===== src/rtl/multicycle_ctrl_if.sv =====
`default_nettype none
// ============================================================================
//  Module   : multicycle_ctrl_if
//  Purpose  : Bundles the fetch handshake, the data-memory request and the
//             RFplusALU control strobes driven by multicycle_ctrl.
//  Modports : master - controller side (drives strobes, ins_ready, mem_req)
//             slave  - datapath / fetch / memory side (drives Ins, ins_valid,
//                      mem_ack)
//  Signals  : Ins[15:0], ins_valid, ins_ready          fetch handshake
//             mem_req, mem_we, mem_ack                 data-memory access
//             WBRF, WBresource, RBresource, OprandB,
//             LI, Buff_IDEXE                           RF / ID strobes
//             PSW_C, ALUop, Flag, psw_we               EXE ALU controls
//             illegal, mem_err, halted                 status
//  Revision : 1.0 - initial release
// ============================================================================
interface multicycle_ctrl_if;
    logic [15:0] Ins;
    logic        ins_valid;
    logic        ins_ready;

    logic        mem_req;
    logic        mem_we;
    logic        mem_ack;

    logic        WBRF;
    logic        WBresource;
    logic        RBresource;
    logic        OprandB;
    logic        LI;
    logic        Buff_IDEXE;

    logic        PSW_C;
    logic        ALUop;
    logic        Flag;
    logic        psw_we;

    logic        illegal;
    logic        mem_err;
    logic        halted;

    modport master (
        input  Ins, ins_valid, mem_ack,
        output ins_ready, mem_req, mem_we,
        output WBRF, WBresource, RBresource, OprandB, LI, Buff_IDEXE,
        output PSW_C, ALUop, Flag, psw_we,
        output illegal, mem_err, halted
    );

    modport slave (
        output Ins, ins_valid, mem_ack,
        input  ins_ready, mem_req, mem_we,
        input  WBRF, WBresource, RBresource, OprandB, LI, Buff_IDEXE,
        input  PSW_C, ALUop, Flag, psw_we,
        input  illegal, mem_err, halted
    );
endinterface
`default_nettype wire


===== src/rtl/multicycle_ctrl.sv =====
`default_nettype none
// ============================================================================
//  Module   : multicycle_ctrl
//  Purpose  : Multicycle FETCH/ID/EXE/MEM/WB controller for the RFplusALU
//             datapath. Takes one instruction at a time, decodes Ins[15:11]
//             and drives every control strobe plus the data-memory request.
//  Params   : MEM_TIMEOUT - max MEM cycles waiting for mem_ack (0 = forever)
//  Ports    : clk    - system clock, rising edge
//             Reset  - synchronous active-high reset
//             bus    - multicycle_ctrl_if.master (handshake, memory, strobes)
//  Revision : 1.0 - initial release
// ============================================================================
module multicycle_ctrl #(
    parameter int MEM_TIMEOUT = 16
) (
    input  wire logic          clk,
    input  wire logic          Reset,
    multicycle_ctrl_if.master  bus
);

    // ------------------------------------------------------------------
    // Opcodes
    // ------------------------------------------------------------------
    localparam logic [4:0] c_OP_LHI    = 5'b00001;
    localparam logic [4:0] c_OP_LLI    = 5'b00010;
    localparam logic [4:0] c_OP_LDR_RI = 5'b00011;
    localparam logic [4:0] c_OP_LDR_RR = 5'b00100;
    localparam logic [4:0] c_OP_STR_RI = 5'b00101;
    localparam logic [4:0] c_OP_STR_RR = 5'b00110;
    localparam logic [4:0] c_OP_ADD    = 5'b00111;
    localparam logic [4:0] c_OP_ADC    = 5'b01000;
    localparam logic [4:0] c_OP_SUB    = 5'b01001;
    localparam logic [4:0] c_OP_SBB    = 5'b01010;
    localparam logic [4:0] c_OP_CMP    = 5'b01011;
    localparam logic [4:0] c_OP_ADDI   = 5'b01100;
    localparam logic [4:0] c_OP_SUBI   = 5'b01101;
    localparam logic [4:0] c_OP_HLT    = 5'b11111;

    // Counter only ever needs to reach MEM_TIMEOUT-1.
    localparam int c_CNT_W = (MEM_TIMEOUT > 2) ? $clog2(MEM_TIMEOUT) : 1;
    localparam logic [c_CNT_W-1:0] c_CNT_LAST =
        c_CNT_W'((MEM_TIMEOUT > 0) ? (MEM_TIMEOUT - 1) : 0);
    localparam bit c_TO_EN = (MEM_TIMEOUT > 0);

    // ------------------------------------------------------------------
    // State and registered-output types
    // ------------------------------------------------------------------
    typedef enum logic [2:0] {
        S_FETCH = 3'd0,
        S_ID    = 3'd1,
        S_EXE   = 3'd2,
        S_MEM   = 3'd3,
        S_WB    = 3'd4,
        S_HALT  = 3'd5
    } state_t;

    typedef struct packed {
        logic ins_ready;
        logic mem_req;
        logic mem_we;
        logic wbrf;
        logic wbresource;
        logic rbresource;
        logic oprandb;
        logic li;
        logic buff_idexe;
        logic psw_c;
        logic aluop;
        logic flag;
        logic psw_we;
        logic illegal;
        logic halted;
    } ctrl_out_t;

    // ------------------------------------------------------------------
    // Opcode class helpers
    // ------------------------------------------------------------------
    function automatic logic f_is_ldr(input logic [4:0] op);
        return (op == c_OP_LDR_RI) || (op == c_OP_LDR_RR);
    endfunction

    function automatic logic f_is_str(input logic [4:0] op);
        return (op == c_OP_STR_RI) || (op == c_OP_STR_RR);
    endfunction

    // Immediate-operand group: OprandB selects the immediate in ID.
    function automatic logic f_is_ri(input logic [4:0] op);
        return (op == c_OP_LDR_RI) || (op == c_OP_STR_RI) ||
               (op == c_OP_ADDI)   || (op == c_OP_SUBI);
    endfunction

    function automatic logic f_is_rr(input logic [4:0] op);
        return (op == c_OP_LDR_RR) || (op == c_OP_STR_RR) ||
               (op == c_OP_ADD)    || (op == c_OP_ADC)    ||
               (op == c_OP_SUB)    || (op == c_OP_SBB)    ||
               (op == c_OP_CMP);
    endfunction

    // Instructions whose ALU result updates the PSW flags.
    function automatic logic f_sets_psw(input logic [4:0] op);
        return (op == c_OP_ADD)  || (op == c_OP_ADC)  ||
               (op == c_OP_SUB)  || (op == c_OP_SBB)  ||
               (op == c_OP_CMP)  || (op == c_OP_ADDI) ||
               (op == c_OP_SUBI);
    endfunction

    // ------------------------------------------------------------------
    // Next-state helpers for the opcode-dependent transitions
    // ------------------------------------------------------------------
    function automatic state_t f_next_id(input logic [4:0] op);
        state_t ns;
        if ((op == c_OP_LHI) || (op == c_OP_LLI)) begin
            ns = S_WB;
        end else if (f_is_ri(op) || f_is_rr(op)) begin
            ns = S_EXE;
        end else if (op == c_OP_HLT) begin
            ns = S_HALT;
        end else begin
            ns = S_FETCH;
        end
        return ns;
    endfunction

    function automatic state_t f_next_exe(input logic [4:0] op);
        state_t ns;
        if (f_is_ldr(op) || f_is_str(op)) begin
            ns = S_MEM;
        end else if (op == c_OP_CMP) begin
            ns = S_FETCH;
        end else begin
            ns = S_WB;
        end
        return ns;
    endfunction

    // ------------------------------------------------------------------
    // Moore output decode: the value every output takes while sitting in
    // state s with opcode op latched. Evaluated for the state being
    // entered so the outputs come straight from flops.
    // ------------------------------------------------------------------
    function automatic ctrl_out_t f_decode(input state_t s, input logic [4:0] op);
        ctrl_out_t o;
        o = '0;
        case (s)
            S_FETCH: begin
                o.ins_ready = 1'b1;
            end
            S_ID: begin
                if (op == c_OP_LHI) begin
                    o.rbresource = 1'b1;
                    o.buff_idexe = 1'b1;
                end else if (op == c_OP_LLI) begin
                    o.li         = 1'b1;
                    o.buff_idexe = 1'b1;
                end else if (f_is_ri(op)) begin
                    o.oprandb    = 1'b1;
                    o.buff_idexe = 1'b1;
                end else if (f_is_rr(op)) begin
                    o.buff_idexe = 1'b1;
                end else if (op != c_OP_HLT) begin
                    o.illegal    = 1'b1;
                end
            end
            S_EXE: begin
                // Store data is read from RF[Ins[10:8]] through port B.
                o.rbresource = f_is_str(op);
                o.psw_we     = f_sets_psw(op);
                case (op)
                    c_OP_ADC:                      {o.psw_c, o.aluop, o.flag} = 3'b101;
                    c_OP_SUB, c_OP_CMP, c_OP_SUBI: {o.psw_c, o.aluop, o.flag} = 3'b010;
                    c_OP_SBB:                      {o.psw_c, o.aluop, o.flag} = 3'b011;
                    default:                       {o.psw_c, o.aluop, o.flag} = 3'b100;
                endcase
            end
            S_MEM: begin
                o.mem_req = 1'b1;
                o.mem_we  = f_is_str(op);
            end
            S_WB: begin
                o.wbrf       = 1'b1;
                // Loads write back memory data, everything else the ALU/LI result.
                o.wbresource = ~f_is_ldr(op);
            end
            S_HALT: begin
                o.halted = 1'b1;
            end
            default: begin
                o = '0;
            end
        endcase
        return o;
    endfunction

    // ------------------------------------------------------------------
    // Registers
    // ------------------------------------------------------------------
    state_t             r_state;
    logic [4:0]         r_op;
    logic [c_CNT_W-1:0] r_cnt;
    ctrl_out_t          r_out;

    // Timeout fires only when the final allowed MEM cycle ends without an
    // ack; an ack in that same cycle takes priority. This is the one output
    // that depends on an input directly, so the pulse lands in the last
    // MEM cycle itself.
    logic w_timeout;
    assign w_timeout = c_TO_EN && (r_state == S_MEM) && !bus.mem_ack &&
                       (r_cnt == c_CNT_LAST);

    always_ff @(posedge clk) begin
        if (Reset) begin
            r_state <= S_FETCH;
            r_op    <= '0;
            r_cnt   <= '0;
            r_out   <= f_decode(S_FETCH, 5'b00000);
        end else begin
            case (r_state)
                S_FETCH: begin
                    if (bus.ins_valid) begin
                        r_state <= S_ID;
                        r_op    <= bus.Ins[15:11];
                        r_out   <= f_decode(S_ID, bus.Ins[15:11]);
                    end
                end
                S_ID: begin
                    r_state <= f_next_id(r_op);
                    r_out   <= f_decode(f_next_id(r_op), r_op);
                end
                S_EXE: begin
                    r_state <= f_next_exe(r_op);
                    r_out   <= f_decode(f_next_exe(r_op), r_op);
                    r_cnt   <= '0;
                end
                S_MEM: begin
                    if (bus.mem_ack) begin
                        r_cnt <= '0;
                        if (f_is_ldr(r_op)) begin
                            r_state <= S_WB;
                            r_out   <= f_decode(S_WB, r_op);
                        end else begin
                            r_state <= S_FETCH;
                            r_out   <= f_decode(S_FETCH, r_op);
                        end
                    end else if (w_timeout) begin
                        // Abandon the access; a timed-out load never writes back.
                        r_cnt   <= '0;
                        r_state <= S_FETCH;
                        r_out   <= f_decode(S_FETCH, r_op);
                    end else begin
                        r_cnt <= r_cnt + 1'b1;
                    end
                end
                S_WB: begin
                    r_state <= S_FETCH;
                    r_out   <= f_decode(S_FETCH, r_op);
                end
                S_HALT: begin
                    // Sticky: only Reset leaves HALT.
                    r_state <= S_HALT;
                end
                default: begin
                    r_state <= S_FETCH;
                    r_out   <= f_decode(S_FETCH, r_op);
                end
            endcase
        end
    end

    // ------------------------------------------------------------------
    // Output mapping
    // ------------------------------------------------------------------
    assign bus.ins_ready  = r_out.ins_ready;
    assign bus.mem_req    = r_out.mem_req;
    assign bus.mem_we     = r_out.mem_we;
    assign bus.WBRF       = r_out.wbrf;
    assign bus.WBresource = r_out.wbresource;
    assign bus.RBresource = r_out.rbresource;
    assign bus.OprandB    = r_out.oprandb;
    assign bus.LI         = r_out.li;
    assign bus.Buff_IDEXE = r_out.buff_idexe;
    assign bus.PSW_C      = r_out.psw_c;
    assign bus.ALUop      = r_out.aluop;
    assign bus.Flag       = r_out.flag;
    assign bus.psw_we     = r_out.psw_we;
    assign bus.illegal    = r_out.illegal;
    assign bus.halted     = r_out.halted;
    assign bus.mem_err    = w_timeout;

endmodule
`default_nettype wire


===== src/flat_wrapper.sv =====
// flat-port wrapper written by rule: the top's interface ports become plain ports
module multicycle_ctrl_flat 
#(
    parameter int MEM_TIMEOUT = 16
)
  (clk, Reset, bus_Ins, bus_ins_valid, bus_mem_ack, bus_ins_ready, bus_mem_req, bus_mem_we, bus_WBRF, bus_WBresource, bus_RBresource, bus_OprandB, bus_LI, bus_Buff_IDEXE, bus_PSW_C, bus_ALUop, bus_Flag, bus_psw_we, bus_illegal, bus_mem_err, bus_halted);
  multicycle_ctrl_if bus_i ();
  input  wire logic clk;
  input  wire logic Reset;
  input wire logic [$bits(bus_i.Ins)-1:0] bus_Ins;
  input wire logic [$bits(bus_i.ins_valid)-1:0] bus_ins_valid;
  input wire logic [$bits(bus_i.mem_ack)-1:0] bus_mem_ack;
  output wire logic [$bits(bus_i.ins_ready)-1:0] bus_ins_ready;
  output wire logic [$bits(bus_i.mem_req)-1:0] bus_mem_req;
  output wire logic [$bits(bus_i.mem_we)-1:0] bus_mem_we;
  output wire logic [$bits(bus_i.WBRF)-1:0] bus_WBRF;
  output wire logic [$bits(bus_i.WBresource)-1:0] bus_WBresource;
  output wire logic [$bits(bus_i.RBresource)-1:0] bus_RBresource;
  output wire logic [$bits(bus_i.OprandB)-1:0] bus_OprandB;
  output wire logic [$bits(bus_i.LI)-1:0] bus_LI;
  output wire logic [$bits(bus_i.Buff_IDEXE)-1:0] bus_Buff_IDEXE;
  output wire logic [$bits(bus_i.PSW_C)-1:0] bus_PSW_C;
  output wire logic [$bits(bus_i.ALUop)-1:0] bus_ALUop;
  output wire logic [$bits(bus_i.Flag)-1:0] bus_Flag;
  output wire logic [$bits(bus_i.psw_we)-1:0] bus_psw_we;
  output wire logic [$bits(bus_i.illegal)-1:0] bus_illegal;
  output wire logic [$bits(bus_i.mem_err)-1:0] bus_mem_err;
  output wire logic [$bits(bus_i.halted)-1:0] bus_halted;
  assign bus_i.Ins = bus_Ins;
  assign bus_i.ins_valid = bus_ins_valid;
  assign bus_i.mem_ack = bus_mem_ack;
  assign bus_ins_ready = bus_i.ins_ready;
  assign bus_mem_req = bus_i.mem_req;
  assign bus_mem_we = bus_i.mem_we;
  assign bus_WBRF = bus_i.WBRF;
  assign bus_WBresource = bus_i.WBresource;
  assign bus_RBresource = bus_i.RBresource;
  assign bus_OprandB = bus_i.OprandB;
  assign bus_LI = bus_i.LI;
  assign bus_Buff_IDEXE = bus_i.Buff_IDEXE;
  assign bus_PSW_C = bus_i.PSW_C;
  assign bus_ALUop = bus_i.ALUop;
  assign bus_Flag = bus_i.Flag;
  assign bus_psw_we = bus_i.psw_we;
  assign bus_illegal = bus_i.illegal;
  assign bus_mem_err = bus_i.mem_err;
  assign bus_halted = bus_i.halted;
  multicycle_ctrl #(.MEM_TIMEOUT(MEM_TIMEOUT)) u_core (.clk(clk), .Reset(Reset), .bus(bus_i));
endmodule

===== config.mk =====
export PLATFORM = sky130hd
export DESIGN_NAME = multicycle_ctrl_flat
export DESIGN_NICKNAME = d
export VERILOG_FILES = /design/src/rtl/multicycle_ctrl_if.sv /design/src/rtl/multicycle_ctrl.sv /design/src/flat_wrapper.sv
export SDC_FILE = /design/constraint.sdc
export NUM_CORES = 1
export LEC_CHECK = 0
export CAP_MARGIN = 30
export CORE_UTILIZATION = 50
export CTS_BUF_LIST = sky130_fd_sc_hd__clkbuf_4
export DETAILED_ROUTE_END_ITERATION = 10
export PLACE_DENSITY = 0.78
export SYNTH_ARGS = -nofsm -noshare
export SYNTH_HDL_FRONTEND = slang
export SYNTH_SLANG_ARGS = --single-unit

===== constraint.sdc =====
create_clock -name clk -period 4.1 [get_ports clk]
set_input_delay 0.615 -clock clk [delete_from_list [all_inputs] [get_ports clk]]
set_output_delay 0.615 -clock clk [all_outputs]
set_load 0.005 [all_outputs]

== Word-level counts from Yosys, hierarchy flattened ==
Cells that the tools add are included.

* Register bits: 27
* Input port bits: 20
* Logic and storage cells: 174

* $add $sub $neg: 1
* Equal/unequal tests: 46
* Multiplexer cells: 67
* Bitwise operators: 2
* Reduce and logical (&&, ||, !) cells: 40

{| class="wikitable"
|+ Operator list
! operator !! count
|-
| 15-bit case mux with 5 select lines || 1
|-
| 5-bit by 4-bit == test with 1-bit output (second input constant) || 12
|-
| 15-bit 2-to-1 mux || 4
|-
| 3-bit 2-to-1 mux || 15
|-
| 5-bit by 3-bit == test with 1-bit output (second input constant) || 8
|-
| 1-bit 2-to-1 mux || 32
|-
| 1-bit logical OR || 29
|-
| 5-bit by 2-bit == test with 1-bit output (second input constant) || 4
|-
| 3-bit by 2-bit == test with 1-bit output (second input constant) || 6
|-
| 4-bit 2-to-1 mux || 4
|-
| 3-bit == test (second input constant) || 5
|-
| 3-bit case mux with 5 select lines || 1
|-
| 2-bit 2-to-1 mux || 6
|-
| 5-bit by 1-bit == test with 1-bit output (second input constant) || 2
|-
| 5-bit inequality test (second input constant) || 2
|-
| 3-bit by 1-bit == test with 1-bit output (second input constant) || 3
|-
| 3-bit zero test || 3
|-
| 3-bit case mux with 3 select lines || 1
|-
| 4-bit case mux with 2 select lines || 1
|-
| 5-bit == test (second input constant) || 1
|-
| 4-bit by 1-bit adder with 4-bit output (second input constant) || 1
|-
| 4-bit == test (second input constant) || 1
|-
| 1-bit case mux with 2 select lines || 2
|-
| 2-bit AND reduction || 2
|-
| 8 further kinds || 10
|}

== Longest topological paths before layout ==
* Depth after elaboration: 15
* Gate-level depth with buffers: 6
* Mapped depth without buffers: 5

== Worst setup path before layout ==
No wires, ideal clock.

* Path type: reg2out
* Start: register u_core.r_state[0]
* End: output bus_mem_err
* Arrival: 1119 ps
* Setup slack: 2366 ps
* Stages on the path, launching flop included: 5
* Buffers on the path: 2
* Cells stage by stage: dfxtp_1 -> buf_6 -> clkbuf_1 -> nor3b_1 -> and2_1

* Word-level cells in the longest chain between the ends: 3

{| class="wikitable"
|+ Ends and longest elaborated chain
! what !! RTL line !! RTL
|-
| start: declaration || multicycle_ctrl.sv:197 || <nowiki>state_t r_state;</nowiki>
|-
| start signal: assignment || multicycle_ctrl.sv:226 || <nowiki>r_state <= f_next_id(r_op);</nowiki>
|-
| start signal: assignment || multicycle_ctrl.sv:230 || <nowiki>r_state <= f_next_exe(r_op);</nowiki>
|-
| 3-bit by 2-bit == test with 1-bit output || multicycle_ctrl.sv:207 || <nowiki>assign w_timeout = c_TO_EN && (r_state == S_MEM) && !bus.mem_ack &&</nowiki>
|-
| 1-bit logical AND (2 in a row) || multicycle_ctrl.sv:207 ||
|-
| end: declaration || flat_wrapper.sv:27 || <nowiki>output wire logic [$bits(bus_i.mem_err)-1:0] bus_mem_err;</nowiki>
|}

No other way between the ends.

== Final worst setup path ==
* Start: register u_core.r_state[1]
* End: output bus_mem_err

The elaborated chain is that of the path after synthesis.

==> results.py <==
metrics = {
    "worst_hold_path": {
        "hold_path.class": "reg2reg",
        "worstHoldPathCells": 2,
        "min-delay-start": "u_core.bus.LI",
        "hold_end": "u_core.bus.LI",
    },
    "routing": {
        "drc": 4,
        "ant_nets": 0,
        "avgRoutedWirePerCell_microns": 14.75,
        "drt_iter0_drc": 57,
        "drt-total-wl_mm": 3.289,
        "vias": 1393,
        "first_pass_iters": 7,
        "viasPerCell": 6.247,
    },
    "power": {
        "p_sw_frac": 0.2905,
        "p_comb_frac": 0.173,
        "power_switching_uw": 147.9,
        "power_density_nw_per_um2": 295.7,
        "cell_internal_pwr_uw": 361.2,
        "total_leakage_power_uw": 0.0006193,
        "max-vdd-ir-drop_v": 0.0001927,
        "clkPwrFrac": 0.253,
        "seq_power_share": 0.574,
        "p_total_uw": 509.1,
    },
    "synthesis": {
        "netlist_instances": 180,
        "yosysWarnings": 0,
        "ys_ff_latch": 27,
        "ys_seq_area_frac": 0.3606,
        "synth_top_flop_cell": "dfxtp_1",
        "syn_nets": 201,
        "synthesis.area_sq_um": 1499,
        "synth_cell_types": 51,
        "async_flop_share": 0,
        "synth-edff-count": 0,
        "post_synth.cell_area_avg_sq_um": 8.327,
    },
    "sta": {
        "fin_crit_ns": 2.875,
        "slew_headroom": 0.3220,
        "finalMaxSlewViolations": 0,
        "setup_tns_ns": 0,
        "clock-skew-final_ns": 0.003494,
        "max_freq_mhz": 347.9,
        "setup_viol": 0,
        "hold_viol_final": 0,
        "rsz0062_at_grt": "false",
        "worstMarginPinSlew_ns": 1.014,
        "post-route-period-util": 0.7012,
    },
    "cells_and_area": {
        "layout.nets": 214,
        "layout_common_cells": "dfxtp_1 (27), clkdlybuf4s50_1 (24), nor2_1 (23), nand2_1 (12), a21oi_1 (10)",
        "drive_gt1_frac": 0.06250,
        "largest_register_ffs": 5,
        "stdcell_count": 223,
        "diodes": 0,
        "utilization": 0.6137,
        "largestRegisters": "u_core.r_op (5), u_core.r_cnt (4), u_core.r_state (3)",
        "final_common_cell": "dfxtp_1",
        "area_delta_synth_final_pct": 14.86,
        "largest_register": "u_core.r_op",
    },
    "placed_design": {
        "gp_congestion": 0.8872,
        "io_buffers": 24,
        "place_hpwl_mm": 2.184,
        "place_inst": 219,
    },
    "cts": {
        "cts_tree": "done",
        "cts-root-buf": "clkbuf_4",
        "numCtsBuffers": 3,
        "clk-insertion-delay-late_ns": 0.34,
        "cts_max_path_buffers": 2,
        "htree_levels": 1,
        "cts_hold_buf": 0,
        "clkSinkCount": 27,
        "cts_resized": 0,
        "cts_setup_buffers": 0,
        "clk_pin_slew_ns": 0.15,
    },
    "critical_path": {
        "r2r_cells": 4,
        "cp.buffers_inverters": 1,
        "crit_arrival_ns": 2.26,
        "cp_top_family": "simple AND/OR/NAND/NOR gates",
        "rrSetupSlack_ns": 1.98,
        "cpMaxStageDelayCell": "dfxtp_1",
        "cp_slowest_stage_delay_ns": 0.67,
        "reg2reg_to": "u_core.bus.ins_ready",
        "cp-end-kind": "primary output",
        "cp.required_ns": 3.48,
        "reg2reg_from": "u_core.r_state[0]",
        "crit_chain": "nand2b_1 -> nor3b_1 -> and2_1 -> clkdlybuf4s50_1",
        "cp-start-kind": "register",
        "crit_type": "reg2out",
        "cp_max_fo": 15,
    },
    "floorplanning": {
        "die_area_sq_um": 3221,
        "rows": 19,
        "initial_core_util": 0.5343,
        "core_area_sq_um": 2805,
        "die_w_microns": 56.75,
        "pin_count": 36,
        "die_height_microns": 56.75,
    },
    "grt": {
        "antenna_found_initial": 0,
        "track_usage": 0.2235,
        "grt_max_degree": 29,
        "grt_pass1_vias": 1290,
        "grt_overflow": 0,
        "grt_pass1_wl_mm": 5.699,
    },
    "flow_run": {
        "drv_cap": 0,
    },
    "outcome": {
        "violations": "design-rule violations",
        "status": "finished with violations",
    },
}
[cells by family after synthesis]
family	after synthesis	synth area share
mux	6	0.04090
compound gates	47	0.2312
simple gates	76	0.2771
flops	27	0.3606
buf+inv	21	0.07012
fa+ha+maj	1	0.008346
xor+xnor	2	0.01169
[how the worst max path moves through the flow]
stage,start,to,cells after the start
2_1_floorplan,u_core.r_state[0],bus_mem_err,4
3_3_place_gp,bus_mem_ack,bus_mem_err,4
3_5_place_dp,bus_mem_ack,bus_mem_err,4
4_1_cts,u_core.r_state[1],bus_mem_err,4
5_1_grt,u_core.r_state[1],bus_mem_err,4
6_report,u_core.r_state[1],bus_mem_err,4
[cell usage after synthesis (2+ instances only)]
master,count,share of area
o21ai_0,5,0.017
nor2_1,23,0.058
dfxtp_1,27,0.36
or3_1,2,0.0083
or4_1,2,0.010
nor3_1,4,0.013
nor3b_1,4,0.020
a32o_1,2,0.013
a31oi_1,4,0.017
buf_2,6,0.020
nand2_1,12,0.030
a32oi_1,5,0.029
inv_1,5,0.013
nand3_1,5,0.017
mux2i_1,5,0.033
a22oi_1,4,0.020
nor4_1,2,0.0083
o31ai_1,2,0.010
a311oi_1,2,0.012
clkbuf_1,8,0.020
and2_1,2,0.0083
o32ai_1,2,0.012
nor2b_1,6,0.025
a21oi_1,10,0.033
nand3b_1,4,0.020
xnor2_1,2,0.012
[power by group through the flow]
stage / Combinational (uW) / Clock [uW] / Sequential [uW]
finish: 88.0 / 129 / 292
global route: 97.2 / 142 / 295
CTS: 87.4 / 132 / 292
detailed placement: 86.7 / 0 / 298
global placement: 85.3 / 0 / 296
floorplan: 75.5 / 0 / 284
[per-stage QoR]
stage / setup slack, ns / cell area, sq um / hold slack [ns]
2_1_floorplan: 2.366 / 1499 / 0.4385
3_3_place_gp: 1.403 / 1692 / 0.4393
3_5_place_dp: 1.389 / 1692 / 0.4498
4_1_cts: 1.221 / 1722 / 0.4691
5_1_grt: 1.042 / 1722 / 0.4946
6_report: 1.225 / 1722 / 0.4671
[final cells by class]
cell class	instances	area, sq um
Multi-Input combinational cell	132	853.3
Sequential cell	27	540.5
Tap cell	31	38.79
Clock buffer	4	30.03
Timing Repair Buffer	24	240.2
Fill cell	255	1084
Inverter	5	18.77
[metal layers]
| layer | track usage | wire (microns) | vias to the layer above |
|---|---|---|---|
| li1 | - | - | 688 |
| met1 | 0.2970 | 1569 | 659 |
| met2 | 0.3520 | 1499 | 41 |
| met3 | 0.02765 | 162 | 5 |
| met4 | 0.1185 | 58 | 0 |
| met5 | 0 | 0 | - |
[tightest hold or removal path: stages (launching register included)]
cell and delay (ns):
dfxtp_1 0.34, nand2_1 0.05, a21oi_1 0.05
No activity file was read; power rests on OpenSTA's default activity.
